[src/rtl/multdiv_scheduler.sv]
// multdiv_scheduler: issues mult/div to the shared multdiv unit,
// holds the result until the write port is free, and stalls on hazards.
module multdiv_scheduler #(
    parameter int TIMEOUT = 40
) (
    input  logic        clock,
    input  logic        reset,
    input  logic        issue_valid,
    input  logic [31:0] issue_ir,
    input  logic [31:0] issue_a,
    input  logic [31:0] issue_b,
    input  logic [4:0]  fd_rs_a,
    input  logic [4:0]  fd_rs_b,
    input  logic        pipe_wb_en,
    output logic [31:0] md_a,
    output logic [31:0] md_b,
    output logic        md_ctrl_mult,
    output logic        md_ctrl_div,
    input  logic [31:0] md_result,
    input  logic        md_exception,
    input  logic        md_result_rdy,
    output logic        issue_stall,
    output logic        wb_en,
    output logic [4:0]  wb_reg,
    output logic [31:0] wb_data,
    output logic        busy
);

    typedef enum logic [1:0] {
        IDLE,
        START,
        BUSY,
        WB
    } state_t;

    localparam logic [7:0] TMO = 8'(TIMEOUT);
    localparam logic [4:0] EXC_REG = 5'd30;

    state_t      state;
    logic        pend_div;
    logic [4:0]  pend_rd;
    logic        exc;
    logic [7:0]  count;

    logic        is_mult;
    logic        is_div;
    logic        is_md;
    logic [4:0]  ir_rd;
    logic [7:0]  count_next;
    logic        timeout_hit;
    logic [31:0] exc_code;
    logic [4:0]  eff_rd;
    logic        raw_hit;
    logic        unused_ir;

    assign unused_ir = ^{issue_ir[21:7], issue_ir[1:0]};

    assign is_mult = (issue_ir[31:27] == 5'd0) && (issue_ir[6:2] == 5'd6);
    assign is_div  = (issue_ir[31:27] == 5'd0) && (issue_ir[6:2] == 5'd7);
    assign is_md   = is_mult || is_div;
    assign ir_rd   = issue_ir[26:22];

    assign count_next  = (count == 8'hFF) ? count : count + 8'd1;
    assign timeout_hit = (count_next >= TMO);
    assign exc_code    = pend_div ? 32'd5 : 32'd4;

    // Sequencer: accept, pulse start, wait for result or timeout, write back
    always_ff @(posedge clock) begin
        if (!reset) begin
            state    <= IDLE;
            md_a     <= '0;
            md_b     <= '0;
            pend_div <= 1'b0;
            pend_rd  <= '0;
            exc      <= 1'b0;
            count    <= '0;
            wb_reg   <= '0;
            wb_data  <= '0;
        end else begin
            unique case (state)
                IDLE: begin
                    if (issue_valid && is_md) begin
                        md_a     <= issue_a;
                        md_b     <= issue_b;
                        pend_rd  <= ir_rd;
                        pend_div <= is_div;
                        exc      <= 1'b0;
                        count    <= '0;
                        state    <= START;
                    end
                end
                START: begin
                    state <= BUSY;
                end
                BUSY: begin
                    count <= count_next;
                    if (md_result_rdy) begin
                        exc     <= md_exception;
                        wb_reg  <= md_exception ? EXC_REG : pend_rd;
                        wb_data <= md_exception ? exc_code : md_result;
                        state   <= WB;
                    end else if (timeout_hit) begin
                        exc     <= 1'b1;
                        wb_reg  <= EXC_REG;
                        wb_data <= exc_code;
                        state   <= WB;
                    end
                end
                WB: begin
                    if (!pipe_wb_en) begin
                        state <= IDLE;
                    end
                end
                default: state <= IDLE;
            endcase
        end
    end

    // Outputs decoded from registered state; the write yields to the pipeline
    always_comb begin
        busy         = (state != IDLE);
        md_ctrl_mult = (state == START) && !pend_div;
        md_ctrl_div  = (state == START) && pend_div;
        wb_en        = (state == WB) && !pipe_wb_en
                       && (exc || (pend_rd != 5'd0));
        eff_rd       = exc ? EXC_REG : pend_rd;
        raw_hit      = (eff_rd != 5'd0)
                       && ((fd_rs_a == eff_rd) || (fd_rs_b == eff_rd));
        issue_stall  = busy && ((issue_valid && is_md) || raw_hit);
    end

endmodule

[config.mk]
export PLATFORM = sky130hd
export DESIGN_NAME = multdiv_scheduler
export DESIGN_NICKNAME = d
export VERILOG_FILES = /design/src/rtl/multdiv_scheduler.sv
export SDC_FILE = /design/constraint.sdc
export NUM_CORES = 1
export LEC_CHECK = 0
export CORE_ASPECT_RATIO = 1.4
export CORE_UTILIZATION = 29
export DETAILED_ROUTE_END_ITERATION = 7
export DONT_BUFFER_PORTS = 1
export GPL_TIMING_DRIVEN = 0
export HOLD_SLACK_MARGIN = 0.02
export SYNTH_ARGS = -nofsm -noshare
export SYNTH_HDL_FRONTEND = slang
export SYNTH_SLANG_ARGS = --single-unit
[constraint.sdc]
create_clock -name clock -period 2.8 [get_ports clock]
set_input_delay 0.42 -clock clock [delete_from_list [all_inputs] [get_ports clock]]
set_output_delay 0.42 -clock clock [all_outputs]
set_load 0.02 [all_outputs]
Word-level counts from Yosys, hierarchy flattened:

Cells that the tools add are included.

* memories: 0
* memory bits (writable): 0
* ROM bits: 0
* bits in latches: 0
* output and inout bits: 106
* input bits: 144
* register bits after elaboration: 118
* word-level logic and storage cells: 69

* multipliers: 0
* equal/unequal tests: 11
* divide/modulo/power cells: 0
* bitwise operators: 0
* reductions and logical operators: 27
* shift-type cells: 0
* muxes and demuxes: 20
* $lt $le $gt $ge: 1
* $add $sub $neg: 1

Operators with widths (count)
* 32-bit 2-to-1 mux: 3
* 5-bit 2-to-1 mux: 4
* 8-bit 2-to-1 mux: 2
* 8-bit one-hot mux with 2 select lines: 1
* 5-bit by 3-bit == test with 1-bit output (second input constant): 2
* 5-bit == test: 2
* 5-bit nonzero test: 2
* 1-bit logical AND: 9
* 8-bit by 1-bit adder with 8-bit output (second input constant): 1
* 8-bit == test (second input constant): 1
* 8-bit by 6-bit greater-or-equal comparator with 1-bit output (second input constant): 1
* 2-bit 2-to-1 mux: 4
* 2-bit one-hot mux with 4 select lines: 1
* 2-bit AND reduction: 3
* 3-bit AND reduction: 2
* 2-bit nonzero test: 3
* 5-bit zero test: 1
* 2-bit == test (second input constant): 2
* 1-bit logical OR: 4
* 1-bit 2-to-1 mux: 4
* 2-bit != test (second input constant): 2
* 3-bit != test (second input constant): 1
* 2-bit by 1-bit == test with 1-bit output (second input constant): 1
* 1-bit zero test: 2
* other kinds (2): 2

Depth between registers and ports, before layout:

Gate-level depths: netlist (run 1).

* word-level depth: 6
* depth in mapped cells: 8
* depth with buffers taken out: 7

Worst setup path before layout (run 1):

OpenSTA, ideal clock, no wires.

* path kind: flip-flop to output port
* from: reg pend_rd[0]
* to: out issue_stall
* required time: 2.380 ns
* path buffers: 1
* setup slack: 0.750 ns
* data arrival time: 1.630 ns
* stages on the path, launching flop included: 7
* path through: dfxtp_1 > clkbuf_1 > or4_1 > nor3_1 > or3_1 > o32ai_1 > a21o_1

* longest elaborated chain between the ends: 6
* elaborated cells on any way between the ends: 8
* those cells by class: eq/ne (2); mux (1); reduce/logical (5)

Ends and longest elaborated chain
* from (decl): line 41 `logic [4:0] pend_rd;`
* from (signal assigned): line 85 `pend_rd <= ir_rd;`
* 5-bit 2-to-1 mux *: line 126 `eff_rd = exc ? EXC_REG : pend_rd;`
* 5-bit == test: line 128 `&& ((fd_rs_a == eff_rd) || (fd_rs_b == eff_rd));`
* 1-bit logical OR: line 128
* 1-bit logical AND *: line 128
* 1-bit logical OR *: line 129 `issue_stall = busy && ((issue_valid && is_md) || raw_hit);`
* 1-bit logical AND *: line 129
* to (decl): line 22 `output logic issue_stall,`

Mark *: on every way between the ends. The rest lies on a longest branch, timed or not.

Final worst setup path (run 1):

* from: reg state[1]
* to: out issue_stall

* longest elaborated chain between the ends: 2

Ends and longest elaborated chain
* from (decl): line 39 `state_t state;`
* from (signal assigned): line 70 `state <= IDLE;`
* from (signal assigned): line 89 `state <= START;`
* from (signal assigned): line 93 `state <= BUSY;`
* 2-bit nonzero test: line 121 `busy = (state != IDLE);`
* 1-bit logical AND: line 129

No other way between the ends.

==> results.md, run 1 <==
* Critical path arrival at 2220 ps
* Yosys warnings at 0
* Ant diodes at 0
* Post-synth EDFFs at 0
* Final Cycle Share at 0.944
* RSZ-0062 raised after global routing: false
* Tot GR Track Use at 0.158
* Max VDD drop at 378 µV
* M1 GR Usage at 0.161
* Post-route cell area at 6060 µm²
* Xor/xnor share of the synthesized area at 0.0135
* Crit Path Category: reg -> out
* Crit path max fanout at 10
* Hold_sp: md_result[9]
* Met2 usage at 0.280
* Clock transition at path regs at 60 ps
* # H-tree levels at 4
* Slowest Stage Delay on Critical Path at 410 ps
* Port Buffer Count at 0
* Number of global-route vias before repair at 4166
* Synth area leader: dfxtp_1
* Routed WL at 14400 µm
* Slew HR at 0.393
* Effective utilization at floorplan at 0.298
* Register-to-register setup slack at 510 ps
* Fmax at 378 MHz
* Largest family of logic cells by synthesized area: simple AND/OR/NAND/NOR gates
* Synth top area share at 0.456
* Worst-margin pin slew at 908 ps
* Final Hold Fails at 0
* Share of cells above drive strength 1 at 0.101
* Synth Flop Type: dfxtp_1
* CP endpoint kind: output port
* Cell area power density at 650 nW/µm²
* Grt met3 use at 0.0664
* Initial antenna violation count at 1
* Grt peak-use layer: met2
* GP Congestion at 0.792
* Area of the multi-input gates at 2530 µm²
* Slowest stage cell, crit path: or3_1
* Fin nets at 768
* Outcome: finished, final reports clean
* Placement row count at 57
* Hold Crit Class: in -> reg
* Yosys reg bits at 118
* Num CTS Buffers at 17
* Syn Area/Cell at 8.65 µm²
* Placed inst area at 5470 µm²
* Fill count at 1859
* Routed vias at 4183
* WL/cell at 16.6 µm
* Synth-to-layout area growth at 17.1%
* Mux contribution to synthesized area at 0.0660
* Hpwl dp at 10800 µm
* FFs w/ async S/R, synth at 0
* RR Endpoint: md_a[29]
* Clk buf depth at 2
* Clock Latency Late Sink at 410 ps
* Syn Inst Count at 599
* Compound-Gate Fraction of Synth Area at 0.175
* Synth Area in Simple Gates at 0.218
* CP Cell Sequence: inv_1 -> ha_1 -> clkbuf_1 -> or3_1 -> o32ai_1 -> a21o_2
* Core area at 17400 µm²
* # clock sinks at 118
* Mapped Area at 5180 µm²
* CTS tree: yes
* Largest cells by area after synthesis: dfxtp_1 46%, nand2_1 15%, a21boi_0 10%
* Die Area at 18400 µm²
* First-pass detailed-route iteration total at 5
* Reg-to-Reg Start: state[0]
* Biggest regs: md_a x32, md_b x32, wb_data x32
* Setup total negative slack at 0 ps
* Die H at 160 µm
* CP Launch Type: flop
* Reg area at 2360 µm²
* Total power at 3940 µW
* Depth of the worst hold-timing path at 2
* First-pass GRT wire length at 22000 µm
* Grt ovf at 0
* Largest net degree at the start of global routing at 17
* Initial drt markers at 113
* Leakage at 0.00196 µW
* Chip Width at 115 µm
* Hold EP: wb_data[9]
* IO Pins at 250
* Placed Instances at 835
* Max-slew violations at 0
* Post-synthesis cell type count at 53
* Clock Skews at 8.34 ps
* Setup Fix Bufs, Post-CTS at 0
* Worst EP required at 2380 ps
* Post-layout min period at 2640 ps
* Sequential fraction of the synthesis area at 0.456
* Clock root cell: clkbuf_16
* Final Non-Filler Cells at 867
* Remaining antenna violation count at 0
* Syn nets at 749
* Maxcap violations at 0
* Adder-Cell Fraction of Synth Area at 0.0145
* Final setup fails at 0
* DRC at 0
* Mean number of vias per cell at 4.82
* Reg2Reg Depth at 8
==> through the flow <==
| step | worst slack [ps] | util | hold slack (ps) |
|---|---|---|---|
| after global routing | 44.1 | 0.349 | 128 |
| after CTS | 29.2 | 0.348 | 126 |
| after detailed placement | 359 | 0.315 | 512 |
| after global placement | 445 | 0.315 | 494 |
| final | 157 | 0.349 | 145 |
| after floorplan | 750 | - | 460 |
==> layer usage <==
metal / routed length [µm] / part of all wire
met1: 5550 / 0.38
met2: 7140 / 0.50
met3: 1380 / 0.096
met4: 338 / 0.023
met5: 11 / 0.00076
==> where the power goes <==
group          internal [µW]  switching, µW  leakage, µW
registers               1680           2.73     0.000950
logic                   39.5           64.6     0.000737
clock network           1350            799     0.000278
==> final cells by class <==
class / instances / share of cell area
clock inverters: 12 / 0.0210
clock buffers: 20 / 0.0753
well taps: 236 / 0.0487
inverters: 6 / 0.00371
multi-input cells: 433 / 0.417
plain buffers: 42 / 0.0444
flip-flops and latches: 118 / 0.390
==> repair_timing <==
action,CTS,global route
hold buffers,0,0
hold endpoints to repair,0,0
setup endpoints to repair,0,1
resized for setup,0,2
==> worst max-delay path: cells and delay by family, from the launching register on <==
kind	cells	cell delay (ps)
AOI/OAI and AO/OA	2	550
buffers and inverters	2	310
DFF	1	380
adders and majority gates	1	180
and+or+nand+nor	1	410
==> logic make-up after synthesis <==
family                   count (synthesis)
adder cells (fa/ha/maj)                  6
AND/OR/NAND/NOR                        263
buffers and inverters                   48
XOR/XNOR                                 8
multiplexers                            34
AO/OA/AOI/OAI                          122
flip-flops                             118
==> synthesized netlist by cell type (3+ instances only) <==
library cell	instances
buf_12	3
nor2_1	9
mux2i_1	33
dfxtp_1	118
buf_2	7
nand4_1	3
a31oi_1	7
clkbuf_1	28
xnor2_1	5
nand2_1	210
a21boi_0	72
a21oi_1	10
xor2_1	3
o41ai_1	4
o221a_2	5
nor3_1	3
inv_1	6
nor2b_1	4
ha_1	6
o21ai_0	10
nand3_1	5
nor3b_1	5
nand3b_1	6
==> worst max path at each step <==
stage                       end  slack [ps]    startpoint
finish              issue_stall         160      state[1]
global route        issue_stall          40    pend_rd[0]
CTS                 issue_stall          30    pend_rd[0]
detailed placement     md_b[28]         360  issue_ir[28]
global placement        md_a[5]         440  issue_ir[28]
floorplan           issue_stall         750    pend_rd[0]
==> placed cells by master, fill, tap and decap left out, types with 3 or more instances in the layout <==
master,count
mux2i_1,33
inv_1,6
nand2_1,210
clkinvlp_4,4
ha_1,6
a21boi_0,72
nor2_1,9
buf_2,7
nand3_1,5
o21ai_0,10
clkinv_2,4
xnor2_1,5
xor2_1,3
nand4_1,3
a31oi_1,7
nor2b_1,4
nand3b_1,6
clkbuf_1,29
o221a_2,5
a21oi_1,10
o41ai_1,4
clkbuf_16,17
clkbuf_8,3
nor3b_1,5
buf_12,3
dfxtp_1,118
Power figures use the tool's default switching activity.
==> run 2: changes to the inputs <==
- CTS_BUF_LIST: unset -> sky130_fd_sc_hd__clkbuf_16
==> results.md, run 2 (synthesized netlist as in run 1, its figures left out) <==
* Fmax at 379 MHz (about the same)
* Cell area power density at 641 nW/µm² (-1.3%)
* Hold_sp: md_result[31]
* Hold Crit Class: in -> reg
* Largest net degree at the start of global routing at 17 (unchanged)
* Num CTS Buffers at 17 (unchanged)
* RSZ-0062 raised after global routing: false
* First-pass GRT wire length at 22000 µm (about the same)
* Clock Skews at 9.34 ps (+0.999 ps)
* Placement row count at 57 (unchanged)
* Fin nets at 768 (unchanged)
* CP Cell Sequence: inv_1 -> ha_1 -> clkbuf_1 -> or3_1 -> o32ai_1 -> a21o_2
* Critical path arrival at 2220 ps (about the same)
* Reg-to-Reg Start: state[0]
* Remaining antenna violation count at 0 (unchanged)
* Reg2Reg Depth at 8 (unchanged)
* Setup Fix Bufs, Post-CTS at 0 (unchanged)
* Hold EP: wb_data[31]
* DRC at 0 (unchanged)
* Synth-to-layout area growth at 16.7%
* Crit Path Category: reg -> out
* Final setup fails at 0 (unchanged)
* Depth of the worst hold-timing path at 2 (unchanged)
* Buf+Inv Stages, Crit Path at 2 (unchanged)
* Die H at 160 µm (unchanged)
* Clock Latency Late Sink at 410 ps (about the same)
* RR Endpoint: md_a[29]
* Outcome: finished, final reports clean
* Clock transition at path regs at 60 ps (about the same)
* Clock root cell: clkbuf_16
* Post-route cell area at 6040 µm² (-0.33%)
* Grt ovf at 0 (unchanged)
* Slowest stage cell, crit path: or3_1
* Routed vias at 4160 (-0.55%)
* Commonest non-fill, non-tap cells in the layout: 210 x nand2_1, 118 x dfxtp_1, 72 x a21boi_0
* Leading cell type in the layout, fill and taps excluded: nand2_1
* Biggest regs: md_a x32, md_b x32, wb_data x32
* IO Pins at 250 (unchanged)
* Max VDD drop at 377 µV (-0.12%)
* Port Buffer Count at 0 (unchanged)
* Maxcap violations at 0 (unchanged)
* Chip Width at 115 µm (unchanged)
* GP Congestion at 0.792 (unchanged)
* WL/cell at 16.6 µm (-0.17%)
* Number of global-route vias before repair at 4148 (-0.43%)
* Post-layout min period at 2640 ps (-2.45 ps)
* CTS tree: yes
* Register-to-register setup slack at 510 ps (about the same)
* Ant diodes at 0 (unchanged)
* Worst-margin pin slew at 908 ps (+0.000119 ps)
* Core area at 17400 µm² (unchanged)
* Hpwl dp at 10800 µm (unchanged)
* Clk buf depth at 2 (unchanged)
* Leakage at 0.00196 µW (-0.36%)
* Mean number of vias per cell at 4.80 (-0.55%)
* Tot GR Track Use at 0.159 (+0.000397)
* Slowest Stage Delay on Critical Path at 410 ps (about the same)
* CP Launch Type: flop
* Slew HR at 0.393 (unchanged)
* Setup total negative slack at 0 ps (unchanged)
* Initial antenna violation count at 1 (unchanged)
* Final Hold Fails at 0 (unchanged)
* Routed WL at 14400 µm (-0.17%)
* Worst EP required at 2380 ps (about the same)
* Max-slew violations at 0 (unchanged)
* Final Cycle Share at 0.943 (about the same)
* Placed inst area at 5470 µm² (unchanged)
* Share of cells above drive strength 1 at 0.0983 (-0.00317)
* Initial drt markers at 117 (+3.5%)
* Crit path max fanout at 10 (unchanged)
* # H-tree levels at 4 (unchanged)
* First-pass detailed-route iteration total at 4 (-1)
* Post-layout util at 0.347 (-0.00115)
* CP top delay family: compound AO/OA/AOI/OAI gates
* Die Area at 18400 µm² (unchanged)
* CP endpoint kind: output port
* Effective utilization at floorplan at 0.298 (unchanged)
* # clock sinks at 118 (unchanged)
[run 2: changes by cell type in the layout (fill, tap and decap cells not counted)]
cell,delta
inv_1,+1
clkbuf_8,-2
clkbuf_1,-1
clkinv_1,+2
[run 2: metrics by stage]
stage	power (µW)	hold slack [ps]	cells	setup slack [ps]
2_1_floorplan	1800	460	599	750
3_3_place_gp	1830	494	835	445
3_5_place_dp	1830	512	835	359
4_1_cts	3940	126	867	30.8
5_1_grt	4030	130	867	42.0
6_report	3880	148	867	159
[run 2: worst max-delay path by stage]
stage / from / end / slack (ps) / depth (start not counted)
after floorplan: pend_rd[0] / issue_stall / 750 / 6
after global routing: pend_rd[0] / issue_stall / 40 / 6
after global placement: issue_ir[28] / md_a[5] / 440 / 6
after CTS: pend_rd[0] / issue_stall / 30 / 6
final: state[1] / issue_stall / 160 / 6
after detailed placement: issue_ir[28] / md_b[28] / 360 / 6
[run 2: area by class of cell]
cell class | count | area, µm²
Buffer | 42 | 269
Clock buffer | 17 | 425
Clock inverter | 15 | 139
Fill cell | 1862 | 11400
Inverter | 6 | 22.5
Multi-Input combinational cell | 433 | 2530
Sequential cell | 118 | 2360
Tap cell | 236 | 295
[run 2: repair_timing]
action	in CTS	in global routing
setup endpoints to repair	0	1
gates resized for setup	0	2
hold buffers	0	0
[run 2: report_power, final]
group | internal (µW) | switching (µW) | total, µW
Combinational | 39.6 | 64.6 | 104
Sequential | 1680 | 2.73 | 1680
Clock | 1290 | 795 | 2090
Total | 3020 | 862 | 3880
[run 2: per-layer routing]
metal | vias to the layer above | wire (µm) | GRT usage
met3 | 19 | 1330 | 0.0607
met4 | 2 | 331 | 0.0762
li1 | 2071 | - | -
met1 | 1900 | 5530 | 0.162
met5 | - | 11 | 0
met2 | 168 | 7190 | 0.279
==> run 3: changes to the inputs <==
- CORE_AREA: unset -> 2 2 96 98
- CORE_ASPECT_RATIO: 1.4 -> unset
- CORE_UTILIZATION: 29 -> unset
- DIE_AREA: unset -> 0 0 98 100
- PLACE_DENSITY: unset -> 0.75
==> results.md, run 3 (synthesized netlist as in run 1, its figures left out) <==
* Outcome: finished, final reports clean
* Worst setup path start: state[0]
* Post-layout util at 0.660 (+0.312)
* Port Buffer Count at 0 (unchanged)
* CP top delay family: compound AO/OA/AOI/OAI gates
* Max VDD drop at 407 µV (+7.7%)
* Crit Path Category: reg -> out
* Slew HR at 0.498 (+0.105)
* Chip Width at 98 µm (-15%)
* Biggest regs: md_a x32, md_b x32, wb_data x32
* Final setup fails at 0 (unchanged)
* Final Hold Fails at 0 (unchanged)
* Routed vias at 4250 (+2.2%)
* Hold_ws at 147 ps (-1.81 ps)
* Pre-CTS setup slack at 518 ps (+159 ps)
* Num CTS Buffers at 17 (unchanged)
* Maxcap violations at 0 (unchanged)
* Mean number of vias per cell at 5.73 (+19%)
* Clock root cell: clkbuf_16
* Reg2Reg Depth at 8 (unchanged)
* Clock Skews at 12.4 ps (+3.04 ps)
* CP Cell Sequence: inv_1 -> ha_1 -> clkbuf_1 -> or3_1 -> o32ai_1 -> a21o_1
* Post-cts resize count at 0 (unchanged)
* Hold Crit Class: in -> reg
* RSZ-0062 raised after global routing: false
* Hpwl dp at 9720 µm (-9.7%)
* CTS tree: yes
* IO Pins at 250 (unchanged)
* WL/cell at 17.4 µm (+5.0%)
* Leakage at 0.00195 µW (-0.47%)
* Buf+Inv Stages, Crit Path at 2 (unchanged)
* Clock transition at path regs at 60 ps (about the same)
* Fin nets at 768 (unchanged)
* CP Launch Type: flop
* Number of global-route vias before repair at 4227 (+1.9%)
* Clock Latency Late Sink at 410 ps (about the same)
* Core area at 8890 µm² (-49%)
* Max-slew violations at 0 (unchanged)
* Synth-to-layout area growth at 13.3%
* Slowest stage cell, crit path: or3_1
* Total power at 3760 µW (-3.1%)
* GP Congestion at 0.848 (+7.1%)
* Reg-to-Reg Start: state[0]
* DRC at 0 (unchanged)
* Fill count at 749 (-60%)
* Remaining antenna violation count at 0 (unchanged)
* Effective utilization at floorplan at 0.583 (+0.285)
* # clock sinks at 118 (unchanged)
* Register-to-register setup slack at 640 ps (+130 ps)
* Initial antenna violation count at 0 (-1)
* Final Cycle Share at 0.946 (+0.00321)
* Placement row count at 35 (-39%)
* Initial drt markers at 115 (-1.7%)
* Cell area power density at 641 nW/µm² (-0.14%)
* Setup total negative slack at 0 ps (unchanged)
* Commonest non-fill, non-tap cells in the layout: 210 x nand2_1, 118 x dfxtp_1, 72 x a21boi_0
* Fmax at 377 MHz (-0.34%)
* Routed WL at 12900 µm (-10%)
* RR Endpoint: count[0]
* Fin worst setup slack at 150 ps (-9.00 ps)
* Ant diodes at 0 (unchanged)
* Post-layout min period at 2650 ps (+9.00 ps)
* CP endpoint kind: output port
* First-pass detailed-route iteration total at 4 (unchanged)
* Critical path arrival at 2230 ps (about the same)
* CP Depth at 6 (unchanged)
* Hold buffers post-CTS at 0 (unchanged)
* Slowest Stage Delay on Critical Path at 410 ps (about the same)
* Setup Fix Bufs, Post-CTS at 0 (unchanged)
* Leading cell type in the layout, fill and taps excluded: nand2_1
* Largest net degree at the start of global routing at 17 (unchanged)
* Grt ovf at 0 (unchanged)
* Worst EP required at 2380 ps (about the same)
* Die Area at 9800 µm² (-47%)
* Worst-margin pin slew at 751 ps (-157 ps)
* Share of cells above drive strength 1 at 0.101 (+0.00317)
* # H-tree levels at 4 (unchanged)
* First-pass GRT wire length at 20300 µm (-8.0%)
* Crit path to: issue_stall
* Clk buf depth at 2 (unchanged)
* Die H at 100 µm (-38%)
* Area of the multi-input gates at 2530 µm² (about the same)
* Crit path max fanout at 10 (unchanged)
* Reg area at 2360 µm² (unchanged)
* Tot GR Track Use at 0.260 (+0.101)
run 3: changes by cell type in the layout (fill, tap and decap cells not counted):
cell and delta:
a21o_2 -1, inv_1 -1, clkinv_1 -2, bufinv_16 -2
a21o_1 +1, clkinv_2 -1, inv_8 +1, inv_6 +5
run 3: where the power goes:
| part | switching (µW) | internal [µW] |
|---|---|---|
| sequential | 2.88 | 1680 |
| combinational | 60.5 | 39.4 |
| clock | 827 | 1150 |
| total | 890 | 2870 |
run 3: layout make-up:
cell class	instances	area share
clock buffers	17	0.0725
flip-flops and latches	118	0.403
plain buffers	42	0.0459
inverters	6	0.00384
clock inverters	15	0.0201
multi-input cells	433	0.431
well taps	111	0.0237
run 3: worst min path at each step:
stage                              from           to  slack, ps  cells past startpoint
after global placement         pend_div     pend_div        480                      2
after floorplan                pend_div     pend_div        460                      2
final                       issue_b[19]     md_b[19]        150                      2
after global routing      md_result[30]  wb_data[30]        130                      2
after detailed placement       pend_div     pend_div        490                      2
after CTS                   issue_b[15]     md_b[15]        140                      2
run 3: per-layer routing:
layer	global-route usage	part of all wire	vias up
met5	0	0	-
met4	0.0940	0.019	0
met3	0.122	0.092	21
met2	0.447	0.50	161
met1	0.281	0.39	2009
li1	-	-	2059
run 3: per-stage QoR:
step	area (µm²)	std cells
floorplan	5180	599
global placement	5320	710
detailed placement	5320	710
CTS	5860	742
global route	5870	742
finish	5870	742
